===== config.mk =====
export PLATFORM = sky130hd
export DESIGN_NAME = uart_receiver_param
export DESIGN_NICKNAME = d
export VERILOG_FILES = /design/src/rtl/uart_pkg.sv /design/src/rtl/baud_controller.sv /design/src/rtl/uart_receiver_param.sv
export SDC_FILE = /design/constraint.sdc
export NUM_CORES = 1
export LEC_CHECK = 0
export ABC_AREA = 1
export BUFFER_PORTS_ARGS = -buffer_cell sky130_fd_sc_hd__buf_4
export CAP_MARGIN = 20
export CELL_PAD_IN_SITES_DETAIL_PLACEMENT = 1
export CELL_PAD_IN_SITES_GLOBAL_PLACEMENT = 1
export CORE_MARGIN = 1.5
export CORE_UTILIZATION = 50
export DETAILED_ROUTE_END_ITERATION = 12
export PLACE_DENSITY = 0.83
export SYNTH_ARGS = -nofsm -noshare
export SYNTH_HDL_FRONTEND = slang
export SYNTH_SLANG_ARGS = --single-unit

===== constraint.sdc =====
create_clock -name clk -period 9.2 [get_ports clk]
set_clock_uncertainty 0.05 [all_clocks]
set_input_delay 0 -clock clk [delete_from_list [all_inputs] [get_ports clk]]
set_output_delay 0 -clock clk [all_outputs]
set_load 0.005 [all_outputs]

===== src/rtl/uart_pkg.sv =====
// rtl/uart_pkg.sv - shared FSM states, parity codes and baud table for uart_receiver_param
package uart_pkg;

  typedef enum logic [2:0] {
    S_IDLE,
    S_START,
    S_DATA,
    S_PARITY,
    S_STOP,
    S_BREAK_WAIT
  } rx_state_t;

  localparam logic [1:0] PAR_NONE = 2'b00;
  localparam logic [1:0] PAR_EVEN = 2'b01;
  localparam logic [1:0] PAR_ODD  = 2'b10;
  localparam logic [1:0] PAR_RSVD = 2'b11;

  function automatic int baud_rate(input logic [2:0] code);
    case (code)
      3'd0:    return 300;
      3'd1:    return 1200;
      3'd2:    return 4800;
      3'd3:    return 9600;
      3'd4:    return 19200;
      3'd5:    return 38400;
      3'd6:    return 57600;
      default: return 115200;
    endcase
  endfunction

  // Rounded divisor for a 16x oversample tick.
  function automatic int baud_divisor(input int clk_freq, input int baud);
    return (clk_freq + 8 * baud) / (16 * baud);
  endfunction

endpackage


===== src/rtl/baud_controller.sv =====
// rtl/baud_controller.sv - 16x oversample tick generator, restarts on any baud_select change
module baud_controller
  import uart_pkg::*;
#(
  parameter int CLK_FREQ = 50_000_000
) (
  input  logic       clk,
  input  logic       reset,
  input  logic [2:0] baud_select,
  output logic       sample_tick
);

  localparam int CW = $clog2(baud_divisor(CLK_FREQ, baud_rate(3'd0)) + 1);

  typedef logic [7:0][CW-1:0] div_table_t;

  function automatic div_table_t build_table();
    div_table_t t;
    for (int i = 0; i < 8; i++) begin
      t[i] = CW'(baud_divisor(CLK_FREQ, baud_rate(3'(i))));
    end
    return t;
  endfunction

  localparam div_table_t DIV_TABLE = build_table();

  logic [CW-1:0] cnt;
  logic [CW-1:0] div_m1;
  logic [2:0]    sel_q;

  assign div_m1 = DIV_TABLE[baud_select] - CW'(1);

  always_ff @(posedge clk or negedge reset) begin
    if (!reset) begin
      cnt         <= '0;
      sel_q       <= '0;
      sample_tick <= 1'b0;
    end else begin
      sel_q       <= baud_select;
      sample_tick <= 1'b0;
      if (baud_select != sel_q) begin
        cnt <= '0;
      end else if (cnt == div_m1) begin
        cnt         <= '0;
        sample_tick <= 1'b1;
      end else begin
        cnt <= cnt + CW'(1);
      end
    end
  end

endmodule


===== src/rtl/uart_receiver_param.sv =====
// rtl/uart_receiver_param.sv - parametrised UART receiver; RX_MAJORITY_VOTE_EN selects 3-sample voting
module uart_receiver_param
  import uart_pkg::*;
#(
  parameter int CLK_FREQ  = 50_000_000,
  parameter int DATA_BITS = 8
) (
  input  logic                 clk,
  input  logic                 reset,
  input  logic                 Rx_EN,
  input  logic [2:0]           baud_select,
  input  logic [1:0]           parity_mode,
  input  logic                 stop_bits,
  input  logic                 RxD,
  output logic [DATA_BITS-1:0] Rx_DATA,
  output logic                 Rx_VALID,
  output logic                 Rx_PERROR,
  output logic                 Rx_FERROR,
  output logic                 Rx_BREAK
);

  if ((DATA_BITS < 5) || (DATA_BITS > 9)) begin : g_bad_width
    $error("uart_receiver_param: DATA_BITS must be 5..9");
  end

  localparam logic [3:0] LAST_BIT = 4'(DATA_BITS - 1);

  rx_state_t            state, state_d;
  logic                 rx_meta, rx_sync, rx_prev;
  logic                 sample_tick;
  logic [2:0]           baud_q, cfg_baud;
  logic [1:0]           pmode_q;
  logic                 stop2_q;
  logic [3:0]           os_cnt, bit_cnt, hi_cnt;
  logic                 stop_cnt;
  logic [DATA_BITS-1:0] shift_q;
  logic                 par_q, parbit_q, perr_q, ferr_q;
  logic                 bit_val, mid_tick, parity_en, is_break;
  logic                 start_det, shift_en, par_sample, stop_sample, finish, brk_det;

  // Live baud code while idle so the tick phase tracks the host; frozen during a frame.
  assign cfg_baud = (state == S_IDLE) ? baud_select : baud_q;

  baud_controller #(
    .CLK_FREQ(CLK_FREQ)
  ) u_baud (
    .clk        (clk),
    .reset      (reset),
    .baud_select(cfg_baud),
    .sample_tick(sample_tick)
  );

`ifdef RX_MAJORITY_VOTE_EN
  localparam logic [3:0] DEC_CNT = 4'd8;
  logic s7_q, s8_q;

  always_ff @(posedge clk or negedge reset) begin
    if (!reset) begin
      s7_q <= 1'b1;
      s8_q <= 1'b1;
    end else if (sample_tick) begin
      if (os_cnt == 4'd6) s7_q <= rx_sync;
      if (os_cnt == 4'd7) s8_q <= rx_sync;
    end
  end

  assign bit_val = (s7_q & s8_q) | (s7_q & rx_sync) | (s8_q & rx_sync);
`else
  localparam logic [3:0] DEC_CNT = 4'd7;
  assign bit_val = rx_sync;
`endif

  assign mid_tick  = sample_tick && (os_cnt == DEC_CNT);
  assign parity_en = (pmode_q == PAR_EVEN) || (pmode_q == PAR_ODD);
  assign is_break  = !bit_val && (shift_q == '0) && !(parity_en && parbit_q);

  always_ff @(posedge clk or negedge reset) begin
    if (!reset) begin
      rx_meta <= 1'b1;
      rx_sync <= 1'b1;
      rx_prev <= 1'b1;
    end else begin
      rx_meta <= RxD;
      rx_sync <= rx_meta;
      rx_prev <= rx_sync;
    end
  end

  always_ff @(posedge clk or negedge reset) begin
    if (!reset) state <= S_IDLE;
    else        state <= state_d;
  end

  always_comb begin
    state_d     = state;
    start_det   = 1'b0;
    shift_en    = 1'b0;
    par_sample  = 1'b0;
    stop_sample = 1'b0;
    finish      = 1'b0;
    brk_det     = 1'b0;
    case (state)
      S_IDLE: begin
        if (rx_prev && !rx_sync) begin
          start_det = 1'b1;
          state_d   = S_START;
        end
      end
      S_START: begin
        if (mid_tick) state_d = bit_val ? S_IDLE : S_DATA;
      end
      S_DATA: begin
        if (mid_tick) begin
          shift_en = 1'b1;
          if (bit_cnt == LAST_BIT) state_d = parity_en ? S_PARITY : S_STOP;
        end
      end
      S_PARITY: begin
        if (mid_tick) begin
          par_sample = 1'b1;
          state_d    = S_STOP;
        end
      end
      S_STOP: begin
        if (mid_tick) begin
          if (!stop_cnt && is_break) begin
            brk_det = 1'b1;
            finish  = 1'b1;
            state_d = S_BREAK_WAIT;
          end else if (stop2_q && !stop_cnt) begin
            stop_sample = 1'b1;
          end else begin
            finish  = 1'b1;
            state_d = S_IDLE;
          end
        end
      end
      S_BREAK_WAIT: begin
        if (sample_tick && rx_sync && (hi_cnt == 4'd15)) state_d = S_IDLE;
      end
      default: state_d = S_IDLE;
    endcase
    // Disable wins over everything, including a frame completing this cycle.
    if (!Rx_EN) begin
      state_d     = S_IDLE;
      start_det   = 1'b0;
      shift_en    = 1'b0;
      par_sample  = 1'b0;
      stop_sample = 1'b0;
      finish      = 1'b0;
      brk_det     = 1'b0;
    end
  end

  always_ff @(posedge clk or negedge reset) begin
    if (!reset) begin
      baud_q   <= '0;
      pmode_q  <= PAR_NONE;
      stop2_q  <= 1'b0;
      os_cnt   <= '0;
      bit_cnt  <= '0;
      hi_cnt   <= '0;
      stop_cnt <= 1'b0;
      shift_q  <= '0;
      par_q    <= 1'b0;
      parbit_q <= 1'b0;
      perr_q   <= 1'b0;
      ferr_q   <= 1'b0;
    end else begin
      if (start_det) begin
        baud_q   <= baud_select;
        pmode_q  <= parity_mode;
        stop2_q  <= stop_bits;
        os_cnt   <= '0;
        bit_cnt  <= '0;
        stop_cnt <= 1'b0;
        shift_q  <= '0;
        par_q    <= 1'b0;
        parbit_q <= 1'b0;
        perr_q   <= 1'b0;
        ferr_q   <= 1'b0;
      end else if (sample_tick && (state != S_IDLE) && (state != S_BREAK_WAIT)) begin
        os_cnt <= os_cnt + 4'd1;
      end
      if (shift_en) begin
        shift_q <= {bit_val, shift_q[DATA_BITS-1:1]};
        par_q   <= par_q ^ bit_val;
        bit_cnt <= bit_cnt + 4'd1;
      end
      if (par_sample) begin
        parbit_q <= bit_val;
        perr_q   <= par_q ^ bit_val ^ (pmode_q == PAR_ODD);
      end
      if (stop_sample) begin
        stop_cnt <= 1'b1;
        ferr_q   <= ferr_q | !bit_val;
      end
      if (brk_det) begin
        hi_cnt <= '0;
      end else if ((state == S_BREAK_WAIT) && sample_tick) begin
        hi_cnt <= rx_sync ? hi_cnt + 4'd1 : 4'd0;
      end
    end
  end

  always_ff @(posedge clk or negedge reset) begin
    if (!reset) begin
      Rx_DATA   <= '0;
      Rx_VALID  <= 1'b0;
      Rx_PERROR <= 1'b0;
      Rx_FERROR <= 1'b0;
      Rx_BREAK  <= 1'b0;
    end else begin
      Rx_VALID <= finish;
      if (finish) begin
        Rx_DATA   <= brk_det ? '0 : shift_q;
        Rx_PERROR <= perr_q;
        Rx_FERROR <= brk_det | ferr_q | !bit_val;
      end
      if (brk_det)        Rx_BREAK <= 1'b1;
      else if (start_det) Rx_BREAK <= 1'b0;
    end
  end

endmodule


# Word-level counts from Yosys, hierarchy flattened
# Memory sizes are Yosys's and may differ from the RTL's.
# Index checks and enable logic that the tools add are counted.
[totals]
register_bits = 67
latchBits = 0
ramBits = 0
romBits = 112
inputBits = 10
output_inout_bits = 12
word_cells = 141
mem_count = 1
[memory_table]
columns = ["memory", "depth", "word_bits", "read_ports", "rd_ports_with_merged_regs", "write_ports", "line", "source"]
rows = [
  ["(name not given)", 8, 14, 1, 0, 0, "baud_controller.sv:31", "assign div_m1 = DIV_TABLE[baud_select] - CW'(1);"],
]
[op_classes]
n_addsub = 5
multipliers = 0
div_mod_pow = 0
magnitude_cmp = 1
eq_ne = 21
shifts = 0
mux = 58
bitwise = 5
n_reduce_logical = 26
[op_table]
columns = ["cell", "count"]
rows = [
  ["$mux W14", 3],
  ["$mux W3", 12],
  ["$mux W1", 31],
  ["$mux W4", 7],
  ["$mux W8", 3],
  ["$ne A3 B3 Y1 const B", 7],
  ["$pmux W3 S6", 1],
  ["$add A14 B1 Y14 const B", 1],
  ["$eq A14 B14 Y1", 1],
  ["$sub A14 B1 Y14 const B", 1],
  ["$add A4 B1 Y4 const B", 3],
  ["$logic_and A1 B1 Y1", 12],
  ["$reduce_bool A2 Y1", 6],
  ["$eq A4 B3 Y1 const B", 2],
  ["$logic_not A8 Y1", 1],
  ["$reduce_and A8 Y1", 1],
  ["$eq A3 B2 Y1 const B", 2],
  ["$eq A3 B3 Y1 const B", 2],
  ["$eq A4 B4 Y1 const B", 1],
  ["$lt A3 B4 Y1 const B", 1],
  ["$ne A4 B4 Y1 const B", 1],
  ["$eq A3 B1 Y1 const B", 1],
  ["$logic_not A1 Y1", 3],
  ["$logic_not A3 Y1", 1],
  ["other kinds (9)", 12],
]

# Longest topological paths before layout
# Gate-level depths: netlist of run 1.
[logic_depth]
ltp_word = 12
depth_mapped = 24
mapped_depth_nobuf = 23

# Modules after synthesis
# From an unflattened synthesis of run 1, not the netlist that was laid out.
[unflattened]
cells_unflattened = 527
hier_area_um2 = 4010.1
[by_module_without_submodules]
columns = ["module", "instances", "cells_each", "area_each_um2", "seq_area_each_um2"]
rows = [
  ["uart_receiver_param", 1, 279, 2398.6, 1229.9],
  ["baud_controller", 1, 248, 1611.5, 450.4],
]

# Worst setup path before layout of run 1
# No wires, ideal clock.
[synth_path]
path_type = "reg2reg"
startpoint = "reg state[1]"
endpoint = "reg u_baud.cnt[2]"
setup_ns = 0.121
arrival_ns = 2.744
required_time_ns = 9.029
slack_ns = 6.285
path_stages_with_launch = 23
path_buffers = 1
synth_period_minus_slack_ns = 2.915
path_cell_list = "dfrtp_1 > nor2_8 > nand3_1 > nand2_4 > inv_1 > ha_1 > inv_1 > nand2_1 > nand2_2 > inv_1 > ha_1 > xnor2_1 > nor2_1 > nand3_1 > nor2_1 > nand2_1 > nor2_1 > nand2_1 > nor2_1 > nand2_1 > nand2_2 > buf_6 > nor2_2"
[synth_via]
elab_chain_len = 8
elab_cells_between_ends = 9
cone_classes = "add/sub: 1; eq/ne: 2; mux: 4; reduce/logical: 1; memory: 1"
[synth_rtl]
columns = ["element", "line", "source"]
rows = [
  ["start, declared", "uart_receiver_param.sv:28", "rx_state_t state, state_d;"],
  ["start signal, assigned", "uart_receiver_param.sv:91", "else state <= state_d;"],
  ["$logic_not A3 Y1 *", "uart_receiver_param.sv:42", "assign cfg_baud = (state == S_IDLE) ? baud_select : baud_q;"],
  ["$mux W3 *", "uart_receiver_param.sv:42", ""],
  ["net cfg_baud[1]", "uart_receiver_param.sv:31", "logic [2:0] baud_q, cfg_baud;"],
  ["$mem_v2 Z8 W14", "n/a", ""],
  ["$mux W14 (not written as such)", "baud_controller.sv:31", ""],
  ["$sub A14 B1 Y14", "baud_controller.sv:31", ""],
  ["$eq A14 B14 Y1", "baud_controller.sv:43", "end else if (cnt == div_m1) begin"],
  ["$mux W14", "baud_controller.sv:43", ""],
  ["$mux W14 *", "baud_controller.sv:41", "if (baud_select != sel_q) begin"],
  ["end signal, assigned", "baud_controller.sv:47", "cnt <= cnt + CW'(1);"],
  ["end, declared", "baud_controller.sv:27", "logic [CW-1:0] cnt;"],
]
# The timed path passes the listed nets; every way through them passes the cells marked *. The select of a mux whose other input is x is not followed.
# A chain may end at the register's enable or synchronous reset.

# Final worst setup path of run 1
[layout_path]
startpoint = "reg state[1]"
endpoint = "reg u_baud.cnt[0]"
# The elaborated chain is that of the path after synthesis.

==> results.txt, run 1 <==
----------------------------------------------------
[Setup path]
  Data arrival time of the critical path ... about 3.6 ns
  Cells along the critical path ... nor2_8 -> nand3_1 -> nand2_4 -> inv_1 -> ha_1 -> inv_1 -> nand2_1 -> nand2_2 -> inv_1 -> ha_1 -> xnor2_1 -> nor2_1 -> nand3_1 -> nor2_1 -> nand2_1 -> nor2_1 -> nand2_1 -> nor2_1 -> nand2_1 -> nand2_2 -> nor2_1
  Most Frequent Cell on Critical Path ... sky130_fd_sc_hd__nor2_1
  Required time of the critical path ... between 9 and 10 ns
  Depth of the worst register-to-register path ... 21
  Slowest stage delay, CP ... around 0.49 ns
  Critical path launch point type ... register
  Crit path max fanout ... 13
  Sort of element at the end of the critical path ... register
  Max stage delay cell, worst path ... sky130_fd_sc_hd__dfrtp_1
  Worst Path Class, Setup ... reg -> reg

[Place]
  Port Buf Inserts ... 21
  Final RePlAce weighted congestion ... approximately 0.85
  HPWL after detailed placement ... approximately 7400 µm

[GRT]
  Global Route Usage Sum ... 0.266
  Fraction of met3 tracks used by global routing ... 0.0519
  Maximum number of pins on one net before global-route repair ... about 70
  Grt peak-use layer ... met2
  Met1 global-route usage ... 0.366
  Number of global-route vias before repair ... roughly 3500
  First-pass GRT wire length ... ~17000 µm
  Total gr overflow ... 0
  Antenna violations before repair ... 0
  Fraction of met2 tracks used by global routing ... 0.433

[Floorplan]
  Number of rows in the core area ... 32
  Core outline area ... about 7600 µm²
  Initial Util ... 0.512
  I/O Pins ... 22
  Die X-Extent ... about 91 µm
  Die Y-Extent ... ~91 µm
  Total Die Area ... ~8400 µm²

[Detailed routing]
  Average via count per standard cell ... around 5.3
  Routed via count ... between 3000 and 4000
  Wire length after detailed routing ... between 10000 and 15000 µm
  DR pass1 iterations ... 4
  Remaining number of nets flagged by the antenna check after routing ... 0
  Final routed wire length divided by cell count ... between 15 and 20 µm
  Initial DRC count ... 126
  Residual DRC count ... 0

[Run status]
  Result of the run ... complete, no violations

[Logic synthesis]
  Net count of the mapped netlist ... 503
  Total standard cell area after synthesis ... ~3900 µm²
  Sequential-to-total area share from yosys stat ... 0.429
  Cell variety after synth ... 35
  Cell count after synthesis ... 480
  Cell accounting for the most synthesized area ... sky130_fd_sc_hd__dfrtp_1
  Post-Syn Area per Cell ... about 8.2 µm²
  Number of enable flip-flop cells after synthesis ... 0
  Synth top area cells ... sky130_fd_sc_hd__dfrtp_1, sky130_fd_sc_hd__nand2_1, sky130_fd_sc_hd__inv_1, sky130_fd_sc_hd__o21ai_0, sky130_fd_sc_hd__ha_1
  Number of warnings printed during yosys synthesis ... 0
  Main flop type after synthesis ... sky130_fd_sc_hd__dfrtp_1
  Async set or reset register ratio after synthesis ... 1.00
  Synthesized flop and latch total ... 67
  Yosys top cell area share ... 0.409

[Pwr]
  Clock share of power ... 0.167
  Proportion of power drawn by combinational gates ... 0.576
  Max IR drop VDD ... 0.127 mV
  Cell Int Power ... ~700 µW
  NetSw ... slightly above 700 µW
  Switch share ... 0.507
  Flop pwr share ... 0.257
  Power Dens Cells ... about 320 nW/µm²
  LEAKAGE ... 0.00216 µW

[Clock tree]
  Number of hold-repair buffers added at the cts stage ... 9
  Clock latency on the worst-skew pair ... 0.36 ns
  CTS tree ... done
  Number of clock buffers inserted by TritonCTS ... 9
  Clock edge transition at the registers on the reported setup and hold paths ... approximately 0.090 ns
  Number of clock sinks seen by CTS ... between 60 and 70
  Setup repair bufs after CTS ... 0
  Number of buffers between clock root and the deepest sink ... 2
  Clk root buf ... sky130_fd_sc_hd__clkbuf_8
  Post-cts repair resize count ... 0
  Number of levels the H-tree was split into ... 3

[Layout]
  Number of fill cells in the layout ... slightly below 1000
  Most common cell after layout, fill and taps aside ... sky130_fd_sc_hd__nand2_1
  Post-layout util ... 0.580
  Most used cells in the layout excluding fill and tap cells ... sky130_fd_sc_hd__nand2_1, sky130_fd_sc_hd__inv_1, sky130_fd_sc_hd__dfrtp_1
  Antenna diode count ... 0
  Fraction of layout instances using a drive strength above 1 ... 0.166
  Number of nets at the end of the flow ... ~540
  Syn-to-layout area delta ... 13.4%

[STA]
  Max Transition Viols Final ... 0
  Fin crit period ... between 3 and 4 ns
  Hold violation count in the final report ... 0
  Relative slew slack ... 0.431
  Setup TNS Final ... 0 ns
  Unrepaired setup endpoints after global routing ... false
  Period Utilization, post-route ... 0.370
  Setup-violating endpoint count in the final report ... 0
  Worst hold slack across all endpoints ... roughly 0.23 ns
  Fmax ... between 0.2 and 0.3 GHz
  Transition time at the pin with the least slew margin ... about 0.85 ns

[Run]
  Max-cap viol count ... 0

[Worst hold path]
  Hold Path Class ... in -> async

----------------------------------------------------
[Yosys cell counts (2+ instances only)]
| cell type | number |
|---|---|
| sky130_fd_sc_hd__nand3_2 | 3 |
| sky130_fd_sc_hd__xor2_1 | 15 |
| sky130_fd_sc_hd__a21oi_1 | 7 |
| sky130_fd_sc_hd__ha_1 | 13 |
| sky130_fd_sc_hd__nor2_1 | 30 |
| sky130_fd_sc_hd__nand2_2 | 11 |
| sky130_fd_sc_hd__nor2_4 | 2 |
| sky130_fd_sc_hd__inv_2 | 2 |
| sky130_fd_sc_hd__dfstp_2 | 3 |
| sky130_fd_sc_hd__nor2_2 | 13 |
| sky130_fd_sc_hd__nand3b_1 | 2 |
| sky130_fd_sc_hd__o22ai_1 | 10 |
| sky130_fd_sc_hd__o21ai_0 | 36 |
| sky130_fd_sc_hd__nor3_1 | 11 |
| sky130_fd_sc_hd__nand3_1 | 31 |
| sky130_fd_sc_hd__nand2_8 | 3 |
| sky130_fd_sc_hd__nand2_1 | 110 |
| sky130_fd_sc_hd__clkbuf_1 | 5 |
| sky130_fd_sc_hd__nor4_1 | 3 |
| sky130_fd_sc_hd__dfrtp_1 | 64 |
| sky130_fd_sc_hd__inv_1 | 69 |
| sky130_fd_sc_hd__a31oi_1 | 4 |
| sky130_fd_sc_hd__nand2_4 | 9 |
| sky130_fd_sc_hd__xnor2_1 | 7 |
| sky130_fd_sc_hd__nand4_1 | 7 |
[worst paths after layout]
kind / from / endpoint / slack (ns)
worst max register to register: state[1]$_DFFE_PN0P_ / u_baud.cnt[0]$_DFF_PN0_ / 5.80
worst max-delay path: state[1]$_DFFE_PN0P_ / u_baud.cnt[0]$_DFF_PN0_ / 5.80
min in group clk: RxD / rx_meta$_DFF_PN1_ / 0.26
max in group asynchronous: reset / hi_cnt[2]$_DFFE_PN0P_ / 8.30
worst min-delay path: reset / Rx_DATA[4]$_DFFE_PN0P_ / 0.23
worst min register to register: rx_meta$_DFF_PN1_ / bit_val$_DFF_PN1_ / 0.31
[critical path: cells and delay by family, from the launching register on]
family        cells  cell delay, ns
flops             1            0.49
xor+xnor          1            0.14
buf+inv           3            0.24
simple gates     15            1.82
fa+ha+maj         2            0.53
[state kept, by name, indices dropped and copies added (netlist names), 2 cells and up]
name / flops
u_baud.cnt: 14
Rx_DATA: 8
shift_q: 8
bit_cnt: 4
hi_cnt: 4
os_cnt: 4
baud_q: 3
state: 3
u_baud.sel_q: 3
pmode_q: 2
[through the flow]
step                total power (µW)  area [µm²]  instances  setup slack [ns]
global placement                1120        4160        596              6.05
floorplan                        990        3910        480              6.28
CTS                             1410        4440        621              5.79
detailed placement              1160        4160        596              5.83
finish                          1400        4440        621              5.80
global route                    1520        4440        621              5.50
[power groups by stage]
| stage | clock, µW | combinational, µW | sequential [µW] |
|---|---|---|---|
| 3_3_place_gp | 0 | 757 | 362 |
| 5_1_grt | 250 | 905 | 365 |
| 4_1_cts | 241 | 805 | 360 |
| 2_1_floorplan | 0 | 632 | 358 |
| 3_5_place_dp | 0 | 792 | 366 |
| 6_report | 234 | 806 | 360 |
[cell families (layout without fill, tap and decap cells)]
group / Yosys count / after routing / synth area share
AOI/OAI and AO/OA: 60 / 60 / 0.0835
buffers and inverters: 80 / 119 / 0.0796
and+or+nand+nor: 237 / 237 / 0.311
DFF: 67 / 67 / 0.429
xor gates and xnor gates: 23 / 23 / 0.0553
adders and majority gates: 13 / 13 / 0.0416
[routing by layer]
metal / vias up / wire length (µm) / part of all wire
li1: 1604 / - / -
met1: 1622 / 4710 / 0.47
met2: 57 / 4880 / 0.48
met3: 13 / 381 / 0.038
met4: 0 / 129 / 0.013
met5: - / 0 / 0
[area by class of cell]
| cell class | count | area (µm²) | area share |
|---|---|---|---|
| Timing Repair Buffer | 30 | 248 | 0.0559 |
| Clock inverter | 7 | 58.8 | 0.0133 |
| Multi-Input combinational cell | 333 | 1920 | 0.433 |
| Clock buffer | 9 | 124 | 0.0279 |
| Tap cell | 102 | 128 | 0.0288 |
| Sequential cell | 67 | 1680 | 0.379 |
| Inverter | 73 | 277 | 0.0623 |
Note: power is estimated with default switching activity, not from simulation.
==> run 2: changes to the inputs <==
--- a/config.mk
+++ b/config.mk
@@ -5,15 +5,15 @@
 export SDC_FILE = /design/constraint.sdc
 export NUM_CORES = 1
 export LEC_CHECK = 0
-export ABC_AREA = 1
+export ABC_AREA = 0
 export BUFFER_PORTS_ARGS = -buffer_cell sky130_fd_sc_hd__buf_4
 export CAP_MARGIN = 20
 export CELL_PAD_IN_SITES_DETAIL_PLACEMENT = 1
 export CELL_PAD_IN_SITES_GLOBAL_PLACEMENT = 1
 export CORE_MARGIN = 1.5
-export CORE_UTILIZATION = 50
+export CORE_UTILIZATION = 48
 export DETAILED_ROUTE_END_ITERATION = 12
-export PLACE_DENSITY = 0.83
+export PLACE_DENSITY = 0.78
 export SYNTH_ARGS = -nofsm -noshare
 export SYNTH_HDL_FRONTEND = slang
 export SYNTH_SLANG_ARGS = --single-unit
==> constraint.sdc (replaced) <==
create_clock -name clk -period 3.4 [get_ports clk]
set_clock_uncertainty 0.05 [all_clocks]
set_input_delay 0 -clock clk [delete_from_list [all_inputs] [get_ports clk]]
set_output_delay 0 -clock clk [all_outputs]
set_load 0.005 [all_outputs]
==> results.txt, run 2 <==
----------------------------------------------------
[Layout]
  Syn-to-layout area delta ... 22.3%
  Fraction of layout instances using a drive strength above 1 ... 0.264
  Number of nets at the end of the flow ... ~480
  Seq. cell area ... between 1500 and 2000 µm²
  Final std cells w/o fill ... 568
  Leading registers by flop count ... u_baud.cnt: 14 flops, Rx_DATA: 8 flops, shift_q: 8 flops
  Post-layout util ... 0.615
  Post-route standard cell area excluding fillers ... roughly 4800 µm²
  Most used cells in the layout excluding fill and tap cells ... sky130_fd_sc_hd__dfrtp_1, sky130_fd_sc_hd__buf_4, sky130_fd_sc_hd__nor2_1
  Number of fill cells in the layout ... 900
  Footprint of the multi-input gates ... about 2300 µm²
  Flip-flop count of the largest register, all copies and words added ... 14
  Antenna diode count ... 0
  Most common cell after layout, fill and taps aside ... sky130_fd_sc_hd__dfrtp_1
  Biggest register ... u_baud.cnt

[GRT]
  Global Route Usage Sum ... 0.261
  Total gr overflow ... 0
  Maximum number of pins on one net before global-route repair ... between 60 and 70
  Number of global-route vias before repair ... ~3500
  First-pass GRT wire length ... 17500 µm
  Antenna violations before repair ... 0

[Logic synthesis]
  Net count of the mapped netlist ... around 440
  Number of warnings printed during yosys synthesis ... 0
  Cell count after synthesis ... between 400 and 500
  Synth top area cells ... sky130_fd_sc_hd__dfrtp_1, sky130_fd_sc_hd__nor2_1, sky130_fd_sc_hd__ha_1, sky130_fd_sc_hd__xnor2_1, sky130_fd_sc_hd__nand2_1
  Synthesized flop and latch total ... 67
  Main flop type after synthesis ... sky130_fd_sc_hd__dfrtp_1
  Most instantiated library cell after synthesis ... sky130_fd_sc_hd__dfrtp_1
  Total standard cell area after synthesis ... 3930 µm²
  Yosys top cell area share ... 0.408
  Sequential-to-total area share from yosys stat ... 0.428
  Async set or reset register ratio after synthesis ... 1.00
  Cell accounting for the most synthesized area ... sky130_fd_sc_hd__dfrtp_1
  Post-Syn Area per Cell ... about 9.5 µm²
  Cell variety after synth ... 62
  Leading post-synthesis cells by instance count ... sky130_fd_sc_hd__dfrtp_1, sky130_fd_sc_hd__nor2_1, sky130_fd_sc_hd__nand2_1
  Number of enable flip-flop cells after synthesis ... 0

[Floorplan]
  Die X-Extent ... between 90 and 100 µm
  Core outline area ... about 7800 µm²
  Number of rows in the core area ... 32
  Initial Util ... 0.503
  Die Y-Extent ... between 90 and 100 µm
  I/O Pins ... 22
  Total Die Area ... between 8000 and 9000 µm²

[Run]
  Max-cap viol count ... 0

[Place]
  Final RePlAce weighted congestion ... 0.925
  Port Buf Inserts ... 21
  Total placed instance area ... roughly 4300 µm²
  Number of placed cells counting well taps ... around 540
  HPWL after detailed placement ... slightly above 7000 µm

[Setup path]
  Required time of the critical path ... approximately 3.6 ns
  Worst Path Class, Setup ... reg -> reg
  Cells along the critical path ... buf_4 -> nor4b_4 -> or2_4 -> inv_4 -> ha_1 -> and3_1 -> nor3_1 -> nor4_4 -> or4_1 -> o31ai_4 -> a41o_4 -> nor2_1
  Max stage delay cell, worst path ... sky130_fd_sc_hd__or4_1
  Sort of element at the end of the critical path ... register
  Sum of buffers and inverters on the critical path ... 2
  Critical path launch point type ... register
  Data arrival time of the critical path ... 3.56 ns
  Slowest stage delay, CP ... 0.57 ns
  Dominant delay contributor by cell family on the critical path ... simple AND/OR/NAND/NOR gates
  Crit path max fanout ... 7

[Clock tree]
  Clk root buf ... sky130_fd_sc_hd__clkbuf_8
  Clock edge transition at the registers on the reported setup and hold paths ... ~0.08 ns
  Number of clock sinks seen by CTS ... 67
  Number of clock buffers inserted by TritonCTS ... 9
  Clock latency on the worst-skew pair ... between 0.3 and 0.4 ns
  Number of levels the H-tree was split into ... 3
  CTS tree ... done
  Number of buffers between clock root and the deepest sink ... 2

[STA]
  Max Transition Viols Final ... 0
  Relative slew slack ... 0.430
  Setup-violating endpoint count in the final report ... 0
  Worst hold slack across all endpoints ... approximately 0.25 ns
  Period Utilization, post-route ... 0.993
  Unrepaired setup endpoints after global routing ... true
  Hold violation count in the final report ... 0
  Fin crit period ... approximately 3.4 ns
  Fmax ... ~0.30 GHz
  Transition time at the pin with the least slew margin ... 0.855 ns

[Worst hold path]
  Hold Path Class ... in -> async

[Detailed routing]
  Initial DRC count ... 78
  Top layer used by detailed routing ... met4
  Remaining number of nets flagged by the antenna check after routing ... 0
  Met2 routed WL ... ~5500 µm
  DR pass1 iterations ... 4
  Wire length after detailed routing ... 10800 µm
  Routed via count ... approximately 3300
  Average via count per standard cell ... 5.85
  WL met1 ... around 4600 µm
  Final routed wire length divided by cell count ... roughly 19 µm
  Residual DRC count ... 0
  Met3 wirelength from detailed routing ... about 290 µm

[Pwr]
  Max IR drop VDD ... 0.317 mV
  Final total power ... a little under 3000 µW
  Power Dens Cells ... 613 nW/µm²
  LEAKAGE ... roughly 0.0022 µW

[Run status]
  Result of the run ... complete, no violations

----------------------------------------------------
[run 2: cell count changes in the layout (fill, tap and decap cells not counted), sizes merged, moves of 8 or more]
cell / previous run / this run
a22o: 1 / 12
and3: 0 / 8
buf: 21 / 50
inv: 75 / 15
mux2: 0 / 10
mux2i: 0 / 10
nand2: 133 / 36
nand3: 35 / 20
nor3b: 0 / 14
o21ai: 36 / 24
o22ai: 10 / 2
xnor2: 7 / 18
[run 2: layout make-up]
class | instances | share of cell area
multi-input cells | 312 | 0.477
flip-flops and latches | 67 | 0.351
repair buffers | 59 | 0.0970
clock buffers | 10 | 0.0287
well taps | 102 | 0.0266
clock inverters | 6 | 0.00990
inverters | 12 | 0.00990
[run 2: path summary, 6_finish.rpt]
kind | startpoint | endpoint | slack, ns | cells past startpoint
setup reg to reg | state[0]$_DFFE_PN0P_ | u_baud.cnt[8]$_DFF_PN0_ | 0.03 | 12
hold / removal | reset | baud_q[1]$_DFFE_PN0P_ | 0.25 | 2
setup / recovery | state[0]$_DFFE_PN0P_ | u_baud.cnt[8]$_DFF_PN0_ | 0.03 | 12
hold reg to reg | rx_meta$_DFF_PN1_ | bit_val$_DFF_PN1_ | 0.31 | 0
max in group asynchronous | reset | state[0]$_DFFE_PN0P_ | 2.44 | 2
min in group clk | RxD | rx_meta$_DFF_PN1_ | 0.26 | 2
[run 2: per-layer routing]
metal  vias up  track usage
met4         0        0.115
met2        65        0.446
met1      1665        0.321
met5         -            0
met3        24       0.0455
li1       1568            -
[run 2: through the flow]
step,setup WS (ns),TNS [ns]
2_1_floorplan,0.0234,0
3_3_place_gp,0.0393,0
3_5_place_dp,-0.0800,-0.822
4_1_cts,0.00196,0
5_1_grt,-0.0972,-0.960
6_report,0.0255,0
[run 2: cell families after synthesis]
group / after synthesis / share of synthesized area
XOR/XNOR: 34 / 0.0794
adder cells (fa/ha/maj): 13 / 0.0414
buffers and inverters: 34 / 0.0405
multiplexers: 20 / 0.0542
AO/OA/AOI/OAI: 73 / 0.129
flip-flops: 67 / 0.428
AND/OR/NAND/NOR: 171 / 0.228
[run 2: power by group]
| group | switching [µW] | internal (µW) |
|---|---|---|
| combinational | 782 | 596 |
| clock | 348 | 294 |
| sequential | 59.9 | 861 |
| total | 1190 | 1750 |
[run 2: what timing repair did]
item	4_1_cts	5_1_grt
cloned	1	0
pin swaps	1	8
gates resized for setup	8	22
hold buffers	9	0
endpoints found under the setup margin	13	14
hold endpoints to repair	76	0
buffers inserted	0	5
